[config.mk]
export PLATFORM = sky130hd
export DESIGN_NAME = spi_master_mc
export DESIGN_NICKNAME = d
export VERILOG_FILES = /design/src/rtl/spi_pkg.sv /design/src/rtl/spi_master_mc_clk_gen.sv /design/src/rtl/spi_master_mc.sv
export SDC_FILE = /design/constraint.sdc
export NUM_CORES = 1
export LEC_CHECK = 0
export BUFFER_PORTS_ARGS = -buffer_cell sky130_fd_sc_hd__buf_2
export CAP_MARGIN = 40
export CORE_UTILIZATION = 50
export CTS_CLUSTER_SIZE = 24
export DETAILED_ROUTE_END_ITERATION = 12
export GPL_TIMING_DRIVEN = 0
export PLACE_DENSITY = 0.74
export SLEW_MARGIN = 25
export SYNTH_ARGS = -nofsm -noshare
export SYNTH_HDL_FRONTEND = slang
export SYNTH_SLANG_ARGS = --single-unit
[constraint.sdc]
create_clock -name clk_i -period 1.6 [get_ports clk_i]
set_clock_uncertainty 0.1 [all_clocks]
set_input_delay 0.24 -clock clk_i [delete_from_list [all_inputs] [get_ports clk_i]]
set_output_delay 0.24 -clock clk_i [all_outputs]
set_load 0.005 [all_outputs]
[src/rtl/spi_pkg.sv]
// spi_pkg: shared state encoding, SPI mode constants and defaults for spi_master_mc.
package spi_pkg;
  typedef enum logic [2:0] {IDLE, SETUP, SHIFT_LEAD, SHIFT_TRAIL, HOLD, DONE} spi_state_e;
  localparam logic [1:0] SPI_MODE0 = 2'b00;
  localparam logic [1:0] SPI_MODE1 = 2'b01;
  localparam logic [1:0] SPI_MODE2 = 2'b10;
  localparam logic [1:0] SPI_MODE3 = 2'b11;
  localparam int SPI_DIV_WIDTH_DEFAULT = 8;
endpackage

[src/rtl/spi_master_mc_clk_gen.sv]
// spi_clk_gen: half-period counter, one-cycle tick every div_i+1 enabled cycles.
module spi_clk_gen
  import spi_pkg::*;
#(
  parameter int DIV_WIDTH = SPI_DIV_WIDTH_DEFAULT
) (
  input  logic                 clk_i,
  input  logic                 reset_i,
  input  logic [DIV_WIDTH-1:0] div_i,
  input  logic                 enable_i,
  input  logic                 restart_i,
  output logic                 tick_o
);
  logic [DIV_WIDTH:0] cnt_q, cnt_d;
  always_comb begin
    tick_o = enable_i && cnt_q == {1'b0, div_i};
    cnt_d = (restart_i || !enable_i || tick_o) ? '0 : cnt_q + 1'b1;
  end
  always_ff @(posedge clk_i) begin
    if (reset_i) cnt_q <= '0;
    else cnt_q <= cnt_d;
  end
endmodule

[src/rtl/spi_master_mc.sv]
// spi_master_mc: multi-slave SPI master with CPOL/CPHA, clock divider and one-hot selects.
// Define SPI_LSB_FIRST_EN to add the lsb_first_i port for LSB-first framing.
module spi_master_mc
  import spi_pkg::*;
#(
  parameter int DATA_WIDTH = 8,
  parameter int NUM_SLAVES = 3,
  parameter int DIV_WIDTH = SPI_DIV_WIDTH_DEFAULT,
  localparam int SEL_W = NUM_SLAVES > 1 ? $clog2(NUM_SLAVES) : 1
) (
  input  logic                  clk_i,
  input  logic                  reset_i,
  input  logic                  start_i,
  input  logic [DATA_WIDTH-1:0] tx_data_i,
  input  logic [SEL_W-1:0]      slave_sel_i,
  input  logic                  cpol_i,
  input  logic                  cpha_i,
  input  logic [DIV_WIDTH-1:0]  clk_div_i,
`ifdef SPI_LSB_FIRST_EN
  input  logic                  lsb_first_i,
`endif
  output logic                  busy_o,
  output logic                  done_o,
  output logic [DATA_WIDTH-1:0] rx_data_o,
  output logic                  spi_clk_o,
  output logic                  mosi_o,
  input  logic                  miso_i,
  output logic [NUM_SLAVES-1:0] ss_n_o
);
  localparam int CW = $clog2(DATA_WIDTH);
  localparam logic [CW-1:0] LAST_BIT = CW'(DATA_WIDTH - 1);
  localparam logic [SEL_W:0] NUM_SEL = (SEL_W + 1)'(NUM_SLAVES);
  spi_state_e state_q, state_d;
  logic cpol_q, cpol_d, cpha_q, cpha_d, lsb_q, lsb_d, lsb_in;
  logic [DIV_WIDTH-1:0] div_q, div_d;
  logic [SEL_W-1:0] sel_q, sel_d;
  logic [DATA_WIDTH-1:0] tx_q, tx_d, rx_q, rx_d, rx_data_q, rx_data_d, tx_shift, rx_in, mosi_src;
  logic [CW-1:0] bit_q, bit_d;
  logic sclk_q, sclk_d, mosi_q, mosi_d, busy_q, busy_d, done_q, done_d;
  logic [NUM_SLAVES-1:0] ss_n_q, ss_n_d;
  logic tick, accept, last, lead, trail;
`ifdef SPI_LSB_FIRST_EN
  assign lsb_in = lsb_first_i;
`else
  assign lsb_in = 1'b0;
`endif
  spi_clk_gen #(.DIV_WIDTH(DIV_WIDTH)) u_clk_gen (
    .clk_i    (clk_i),
    .reset_i  (reset_i),
    .div_i    (div_q),
    .enable_i (busy_q),
    .restart_i(accept),
    .tick_o   (tick)
  );
  always_comb begin
    state_d = state_q;
    cpol_d = cpol_q;
    cpha_d = cpha_q;
    lsb_d = lsb_q;
    div_d = div_q;
    sel_d = sel_q;
    tx_d = tx_q;
    rx_d = rx_q;
    rx_data_d = rx_data_q;
    bit_d = bit_q;
    sclk_d = sclk_q;
    mosi_d = mosi_q;
    accept = (state_q == IDLE || state_q == DONE) && start_i && ({1'b0, slave_sel_i} < NUM_SEL);
    last = bit_q == LAST_BIT;
    lead = tick && (state_q == SETUP || (state_q == SHIFT_TRAIL && !last));
    trail = tick && state_q == SHIFT_LEAD;
    tx_shift = lsb_q ? tx_q >> 1 : tx_q << 1;
    rx_in = lsb_q ? {miso_i, rx_q[DATA_WIDTH-1:1]} : {rx_q[DATA_WIDTH-2:0], miso_i};
    mosi_src = cpha_q ? tx_q : tx_shift;
    if (accept) begin
      state_d = SETUP;
      cpol_d = cpol_i;
      cpha_d = cpha_i;
      lsb_d = lsb_in;
      div_d = clk_div_i;
      sel_d = slave_sel_i;
      tx_d = tx_data_i;
      rx_d = '0;
      bit_d = '0;
      sclk_d = cpol_i;
      mosi_d = lsb_in ? tx_data_i[0] : tx_data_i[DATA_WIDTH-1];
    end else if (state_q == IDLE || state_q == DONE) begin
      state_d = IDLE;
      sclk_d = cpol_i;
    end else if (tick) begin
      state_d = state_q == SETUP ? SHIFT_LEAD : state_q == SHIFT_LEAD ? SHIFT_TRAIL :
                state_q == SHIFT_TRAIL ? (last ? HOLD : SHIFT_LEAD) : DONE;
      sclk_d = (lead || trail) ? ~sclk_q : cpol_q;
      bit_d = (state_q == SHIFT_TRAIL && !last) ? bit_q + 1'b1 : bit_q;
      // cpha selects which edge samples and which edge launches the next bit
      if (cpha_q ? trail : lead) rx_d = rx_in;
      if (cpha_q ? lead : trail) begin
        tx_d = tx_shift;
        mosi_d = lsb_q ? mosi_src[0] : mosi_src[DATA_WIDTH-1];
      end
      if (state_q == HOLD) rx_data_d = rx_q;
    end
    busy_d = state_d inside {SETUP, SHIFT_LEAD, SHIFT_TRAIL, HOLD};
    done_d = state_d == DONE;
    ss_n_d = busy_d ? ~(NUM_SLAVES'(1) << sel_d) : '1;
  end
  always_ff @(posedge clk_i) begin
    if (reset_i) begin
      state_q <= IDLE;
      cpol_q <= 1'b0;
      cpha_q <= 1'b0;
      lsb_q <= 1'b0;
      div_q <= '0;
      sel_q <= '0;
      tx_q <= '0;
      rx_q <= '0;
      rx_data_q <= '0;
      bit_q <= '0;
      sclk_q <= 1'b0;
      mosi_q <= 1'b0;
      busy_q <= 1'b0;
      done_q <= 1'b0;
      ss_n_q <= '1;
    end else begin
      state_q <= state_d;
      cpol_q <= cpol_d;
      cpha_q <= cpha_d;
      lsb_q <= lsb_d;
      div_q <= div_d;
      sel_q <= sel_d;
      tx_q <= tx_d;
      rx_q <= rx_d;
      rx_data_q <= rx_data_d;
      bit_q <= bit_d;
      sclk_q <= sclk_d;
      mosi_q <= mosi_d;
      busy_q <= busy_d;
      done_q <= done_d;
      ss_n_q <= ss_n_d;
    end
  end
  assign busy_o = busy_q;
  assign done_o = done_q;
  assign rx_data_o = rx_data_q;
  assign spi_clk_o = sclk_q;
  assign mosi_o = mosi_q;
  assign ss_n_o = ss_n_q;
endmodule

=== After elaboration in Yosys (flattened, before gate mapping) ===
Cells that the tools add are included.

* Register bits after elaboration: 58
* Bits of input ports: 24
* Output and inout bits: 15
* Logic and storage cells: 85

* Add/sub/neg operators: 2
* $lt $le $gt $ge: 1
* Equal/unequal tests: 13
* Shift-type cells: 1
* Mux-type cells: 23
* Bitwise operators: 5
* Reduce and logical (&&, ||, !) cells: 25

{| class="wikitable"
|+ Operators by type and width
! operator !! number
|-
| $mux W8 || 5
|-
| $mux W3 || 7
|-
| $eq A3 B3 Y1 const B || 5
|-
| $eq A3 B2 Y1 const B || 4
|-
| $mux W1 || 10
|-
| $add A9 B1 Y9 const B || 1
|-
| $eq A9 B8 Y1 || 1
|-
| $reduce_and A3 Y1 || 3
|-
| $eq A3 B1 Y1 const B || 2
|-
| $logic_and A1 B1 Y1 || 6
|-
| $reduce_or A2 Y1 || 3
|-
| $logic_or A1 B1 Y1 || 5
|-
| $not A1 Y1 || 4
|-
| $reduce_and A4 Y1 || 1
|-
| $reduce_bool A2 Y1 || 2
|-
| $reduce_bool A4 Y1 || 1
|-
| $add A3 B1 Y3 const B || 1
|-
| $logic_not A3 Y1 || 1
|-
| $not A3 Y3 || 1
|-
| $reduce_bool A3 Y1 || 1
|-
| $shl A1 B2 Y3 const A || 1
|-
| $logic_not A1 Y1 || 2
|-
| $lt A2 B2 Y1 const B || 1
|-
| $mux W2 || 1
|-
| $ne A2 B1 Y1 const B || 1
|}

=== Depth between registers and ports, before layout ===
* Word-level depth: 12
* Mapped depth: 7
* Mapped depth without buffers: 7

=== Modules after synthesis ===
Synthesis repeated with hierarchy kept, for this count alone.

* Cell total of the unflattened synthesis: 300
* Area total of the unflattened synthesis: 2620.0 µm²

{| class="wikitable"
|+ Modules (own cells, without submodules)
! module !! instances !! cells each !! area each (µm²) !! sequential area each (µm²)
|-
| spi_master_mc || 1 || 248 || 2149.6 || 980.9
|-
| spi_clk_gen || 1 || 52 || 470.5 || 180.2
|}

=== Least setup slack after synthesis ===
Ideal clock, no wire load.

* Path kind: register to register
* Start point: reg u_clk_gen.cnt_q[0]
* End point: reg tx_q[7]
* Setup time: 0.086 ns
* Arrival: 1.598 ns
* Required time: 1.414 ns
* Setup slack: -0.183 ns
* Stages on the path, launching flop included: 7
* Path buffers: 1
* Clock period less this slack: 1.783 ns
* Cell sequence: dfxtp_1 -> xnor2_1 -> and4_1 -> clkbuf_1 -> nand4_2 -> mux2i_1 -> a211oi_1

* Longest elaborated chain between the ends: 6
* Elaborated cells between the ends (all ways): 8
* Classes of those cells: eq/ne (1); mux (1); reduce/logical (6)

{| class="wikitable"
|+ RTL lines
! item !! line !! text
|-
| start: declaration || spi_master_mc_clk_gen.sv:14 || <nowiki>logic [DIV_WIDTH:0] cnt_q, cnt_d;</nowiki>
|-
| start signal: assignment || spi_master_mc_clk_gen.sv:21 || <nowiki>else cnt_q <= cnt_d;</nowiki>
|-
| $eq A9 B8 Y1 (*) || spi_master_mc_clk_gen.sv:16 || <nowiki>tick_o = enable_i && cnt_q == {1'b0, div_i};</nowiki>
|-
| $logic_and A1 B1 Y1 (*) || spi_master_mc_clk_gen.sv:16 ||
|-
| $logic_and A1 B1 Y1, on equally long branches || spi_master_mc.sv:71, spi_master_mc.sv:70 ||
|-
| $mux W1 || spi_master_mc.sv:97 || <nowiki>if (cpha_q ? lead : trail) begin</nowiki>
|-
| $reduce_bool A2 Y1 (no source line) || n/a ||
|-
| $reduce_and A3 Y1 (no source line) (*) || n/a ||
|-
| end signal: assignment || spi_master_mc.sv:131 || <nowiki>tx_q <= tx_d;</nowiki>
|-
| end: declaration || spi_master_mc.sv:37 || <nowiki>logic [DATA_WIDTH-1:0] tx_q, tx_d, rx_q, rx_d, rx_data_q, rx_data_d, tx_shift, rx_in, mosi_src;</nowiki>
|}

Mark *: on every way between the ends. The rest lies on a longest branch, timed or not.
A chain may end at the register's enable or synchronous reset.

=== Worst setup path in the final report ===
* Start point: reg div_q[3]
* End point: reg sclk_q (netlist: spi_clk_o)

* Longest elaborated chain between the ends: 8
* Elaborated cells between the ends (all ways): 10
* Classes of those cells: eq/ne (1); mux (4); reduce/logical (5)

{| class="wikitable"
|+ RTL lines
! item !! line !! text
|-
| start: declaration || spi_master_mc.sv:35 || <nowiki>logic [DIV_WIDTH-1:0] div_q, div_d;</nowiki>
|-
| start signal: assignment || spi_master_mc.sv:129 || <nowiki>div_q <= div_d;</nowiki>
|-
| $eq A9 B8 Y1 (*) || spi_master_mc_clk_gen.sv:16 ||
|-
| $logic_and A1 B1 Y1 (*) || spi_master_mc_clk_gen.sv:16 ||
|-
| $logic_and A1 B1 Y1, on equally long branches || spi_master_mc.sv:70, spi_master_mc.sv:71 ||
|-
| $logic_or A1 B1 Y1 || spi_master_mc.sv:93 || <nowiki>sclk_d = (lead || trail) ? ~sclk_q : cpol_q;</nowiki>
|-
| $mux W1 || spi_master_mc.sv:93 ||
|-
| $mux W1 || spi_master_mc.sv:90 || <nowiki>end else if (tick) begin</nowiki>
|-
| $mux W1 || spi_master_mc.sv:87 || <nowiki>end else if (state_q == IDLE || state_q == DONE) begin</nowiki>
|-
| $mux W1 || spi_master_mc.sv:75 || <nowiki>if (accept) begin</nowiki>
|-
| end signal: assignment || spi_master_mc.sv:135 || <nowiki>sclk_q <= sclk_d;</nowiki>
|-
| end: declaration || spi_master_mc.sv:39 || <nowiki>logic sclk_q, sclk_d, mosi_q, mosi_d, busy_q, busy_d, done_q, done_d;</nowiki>
|}

Mark *: on every way between the ends. The rest lies on a longest branch, timed or not. The select of a mux whose other input is x is not followed.

==> Flow_metrics.wiki <==
{| class="wikitable"
! Metric !! Value
|-
| Die X-Extent || roughly 73 microns
|-
| Die Y || 73.0 microns
|-
| Final worst slack || -0.194 ns
|-
| Via count || 2343
|-
| Synth-to-layout area growth || 45.6%
|-
| Post-synth net total || 314
|-
| Worst min path class || primary input to register
|-
| Final GP Congestion || 0.814
|-
| Final standard cell area without fillers || ~3700 sq um
|-
| Max Clk Rate || 557 MHz
|-
| Routed wire length per instance || 15.8 microns
|-
| Failing checks || negative setup slack
|-
| Number of enable flip-flop cells after synthesis || 0
|-
| Clk Latency, worst-skew pair || 0.35 ns
|-
| Floorplan core area || 4790 sq um
|-
| Run status || finished with violations
|-
| Initial DRC count || roughly 160
|-
| Cell area after synthesis || 2520 sq um
|-
| Number of instances in the synthesized netlist || 287
|-
| Number of hold violations in the final report || 0
|-
| Htree depth || 3
|-
| GRT Resource Usage Total || 25.3%
|-
| Buffers added on ports || 38
|-
| Number of global-route vias before repair || between 2000 and 2500
|-
| Final period utilization || 112%
|-
| FP Rows || 25
|-
| Die outline area || 5330 sq um
|-
| Number of placed cells counting well taps || 392
|-
| Aggregate routed wire length || 6.80 mm
|-
| Number of vias per cell || between 5 and 6
|-
| Min Hold Slack || 0.0240 ns
|-
| Inserted Clock Buffers || 9
|-
| Proportion of synthesized chip area in sequential cells || 46.1%
|-
| Count of inserted antenna diode cells || 0
|-
| Largest net degree at the start of global routing || 11
|-
| Final Instance Count excl. Fillers || 431
|-
| Fraction of synthesis flops using an asynchronous set or reset pin || 0%
|-
| Synth Register Bits || 58
|-
| Post-Place Cell Area || 2890 sq um
|-
| Clock transition at path regs || 0.06 ns
|-
| # hold bufs at CTS || 0
|-
| Share of layout cells above drive strength 1 || 42.6%
|-
| Total congestion overflow after global routing || 0
|-
| Sum of net half-perimeters after detailed placement || 3.83 mm
|-
| Worst slew margin relative to its limit || 59.4%
|-
| Total of warnings raised by yosys || 0
|-
| Arrival time of the worst setup path || 1.90 ns
|-
| Primary FF master, synth || dfxtp_1
|-
| ANT nets after route || 0
|-
| P_leak || 1.48 nW
|-
| Mean Syn Cell Area || slightly below 9 sq um
|-
| Total chip power || approximately 3.5 mW
|-
| Clock root cell || clkbuf_8
|-
| Detailed-routing iteration count for the pre-antenna-repair pass || 4
|-
| I/O pin count || 39
|-
| Post-placement setup slack || -0.512 ns
|-
| Count of different cell masters after synthesis || 40
|-
| Clock buffer depth || 2
|-
| Effective utilization at floorplan || 52.7%
|-
| Max-cap violation count || 0
|-
| CP required || 1.71 ns
|-
| Commonest cells after routing, fill and taps aside || dfxtp_1, buf_2, nand2_1
|-
| Count of endpoints failing setup in the final report || 44
|-
| Post-route DRC || 0
|-
| Final net count || 386
|-
| Cell-by-cell listing of the critical path || xor2_4, or2_4, nor3_4, buf_12, buf_4, mux2i_1, o31ai_1
|-
| Setup repair after global routing missed its margin || true
|-
| Clock tree from TritonCTS || yes
|-
| Commonest non-fill, non-tap cell in the layout || dfxtp_1
|-
| CP endpoint kind || register
|-
| Sink count of the clock tree || 58
|-
| Number of antenna violations at the first check in global routing || 0
|-
| Tightest Pin Transition || 0.609 ns
|-
| Fin. max-slew vios || 0
|-
| Global-route wire length before repair || ~10 mm
|-
| Power density of the placed cells || 943 nW/um^2
|-
| Shortest period the worst path allows || ~1.8 ns
|-
| Start-to-end type of the worst setup path || register to register
|-
| Worst supply voltage drop on vdd || 0.000658 V
|-
| Largest stage delay on the critical path || 0.35 ns
|-
| CP max FO || 6
|-
| Crit-path slowest cell || dfxtp_2
|-
| Crit path launch type || register
|}
[critical path: cells and delay by family (launching register included)]
kind                   cells  cell delay (ns)
buffers and inverters      2             0.26
AO/OA/AOI/OAI              1             0.08
XOR/XNOR                   1             0.20
AND/OR/NAND/NOR            2             0.51
multiplexers               1             0.17
flip-flops                 1             0.35
[cell families (layout without fill, tap and decap cells)]
kind of cell / after synthesis / after routing / synth area share, %
compound gates: 42 / 42 / 10.3
xor+xnor: 17 / 17 / 6.20
fa+ha+maj: 3 / 3 / 1.49
buf+inv: 19 / 96 / 3.08
flops: 58 / 58 / 46.1
mux: 19 / 19 / 7.54
simple gates: 129 / 129 / 25.3
[final timing paths]
check | startpoint | cells past startpoint | endpoint | slack (ns)
max | div_q[3] | 7 | spi_clk_o | -0.19
min | clk_div_i[3] | 3 | div_q[3] | 0.02
max reg2reg | div_q[3] | 7 | spi_clk_o | -0.19
min reg2reg | rx_data_o[5] | 2 | rx_data_o[5] | 0.35
[flip-flops by register name, indices dropped and copies added, names as in the netlist]
name,flops
u_clk_gen.cnt_q,9
ss_n_o,3
rx_q,8
spi_clk_o,1
state_q,3
cpha_q,1
tx_q,8
rx_data_o,8
mosi_o,1
cpol_q,1
bit_q,3
sel_q,2
busy_o,1
done_o,1
div_q,8
[final cells by class]
| type | count | area, sq um |
|---|---|---|
| multi-input cells | 210 | 1650 |
| flip-flops and latches | 58 | 1210 |
| fillers | 317 | 1120 |
| repair buffers | 63 | 409 |
| clock buffers | 14 | 173 |
| plain buffers | 13 | 119 |
| well taps | 67 | 83.8 |
| inverters | 4 | 15.0 |
| clock inverters | 2 | 10.0 |
[power breakdown]
group,total (mW),internal (mW),switching (mW)
registers,1.56,1.50,0.0608
clock network,1.28,0.685,0.598
logic,0.620,0.305,0.315
[repair_timing]
item	in CTS	in global routing
buffers inserted	16	8
gates resized for setup	53	58
pin swaps	19	33
setup endpoints to repair	58	57
gates cloned	2	0
[stage by stage]
step / util [%] / setup TNS, ns
2_1_floorplan: - / -1.67
3_3_place_gp: 60.4 / -15.83
3_5_place_dp: 60.4 / -17.52
4_1_cts: 70.9 / -3.73
5_1_grt: 76.7 / -7.65
6_report: 76.7 / -4.54
[metal layers]
metal | global-route usage, % | vias up | share of wire (%)
li1 | - | 1142 | -
met1 | 32.6 | 1115 | 43
met2 | 41.4 | 72 | 51
met3 | 4.83 | 14 | 4.6
met4 | 11.1 | 0 | 1.4
met5 | 0 | - | 0
[cells in the mapped netlist, types with 5 or more instances]
cell type,instances,area [sq um]
clkbuf_1,10,37.5
xnor2_1,10,87.6
nand3_1,17,85.1
mux2i_1,19,190
nor3_1,6,30.0
nor2_1,37,139
dfxtp_1,58,1160
a211oi_1,8,60.1
xor2_1,6,52.6
nand2_1,39,146
buf_2,5,25.0
a21oi_1,23,115
No activity file was read; power rests on OpenSTA's default activity.
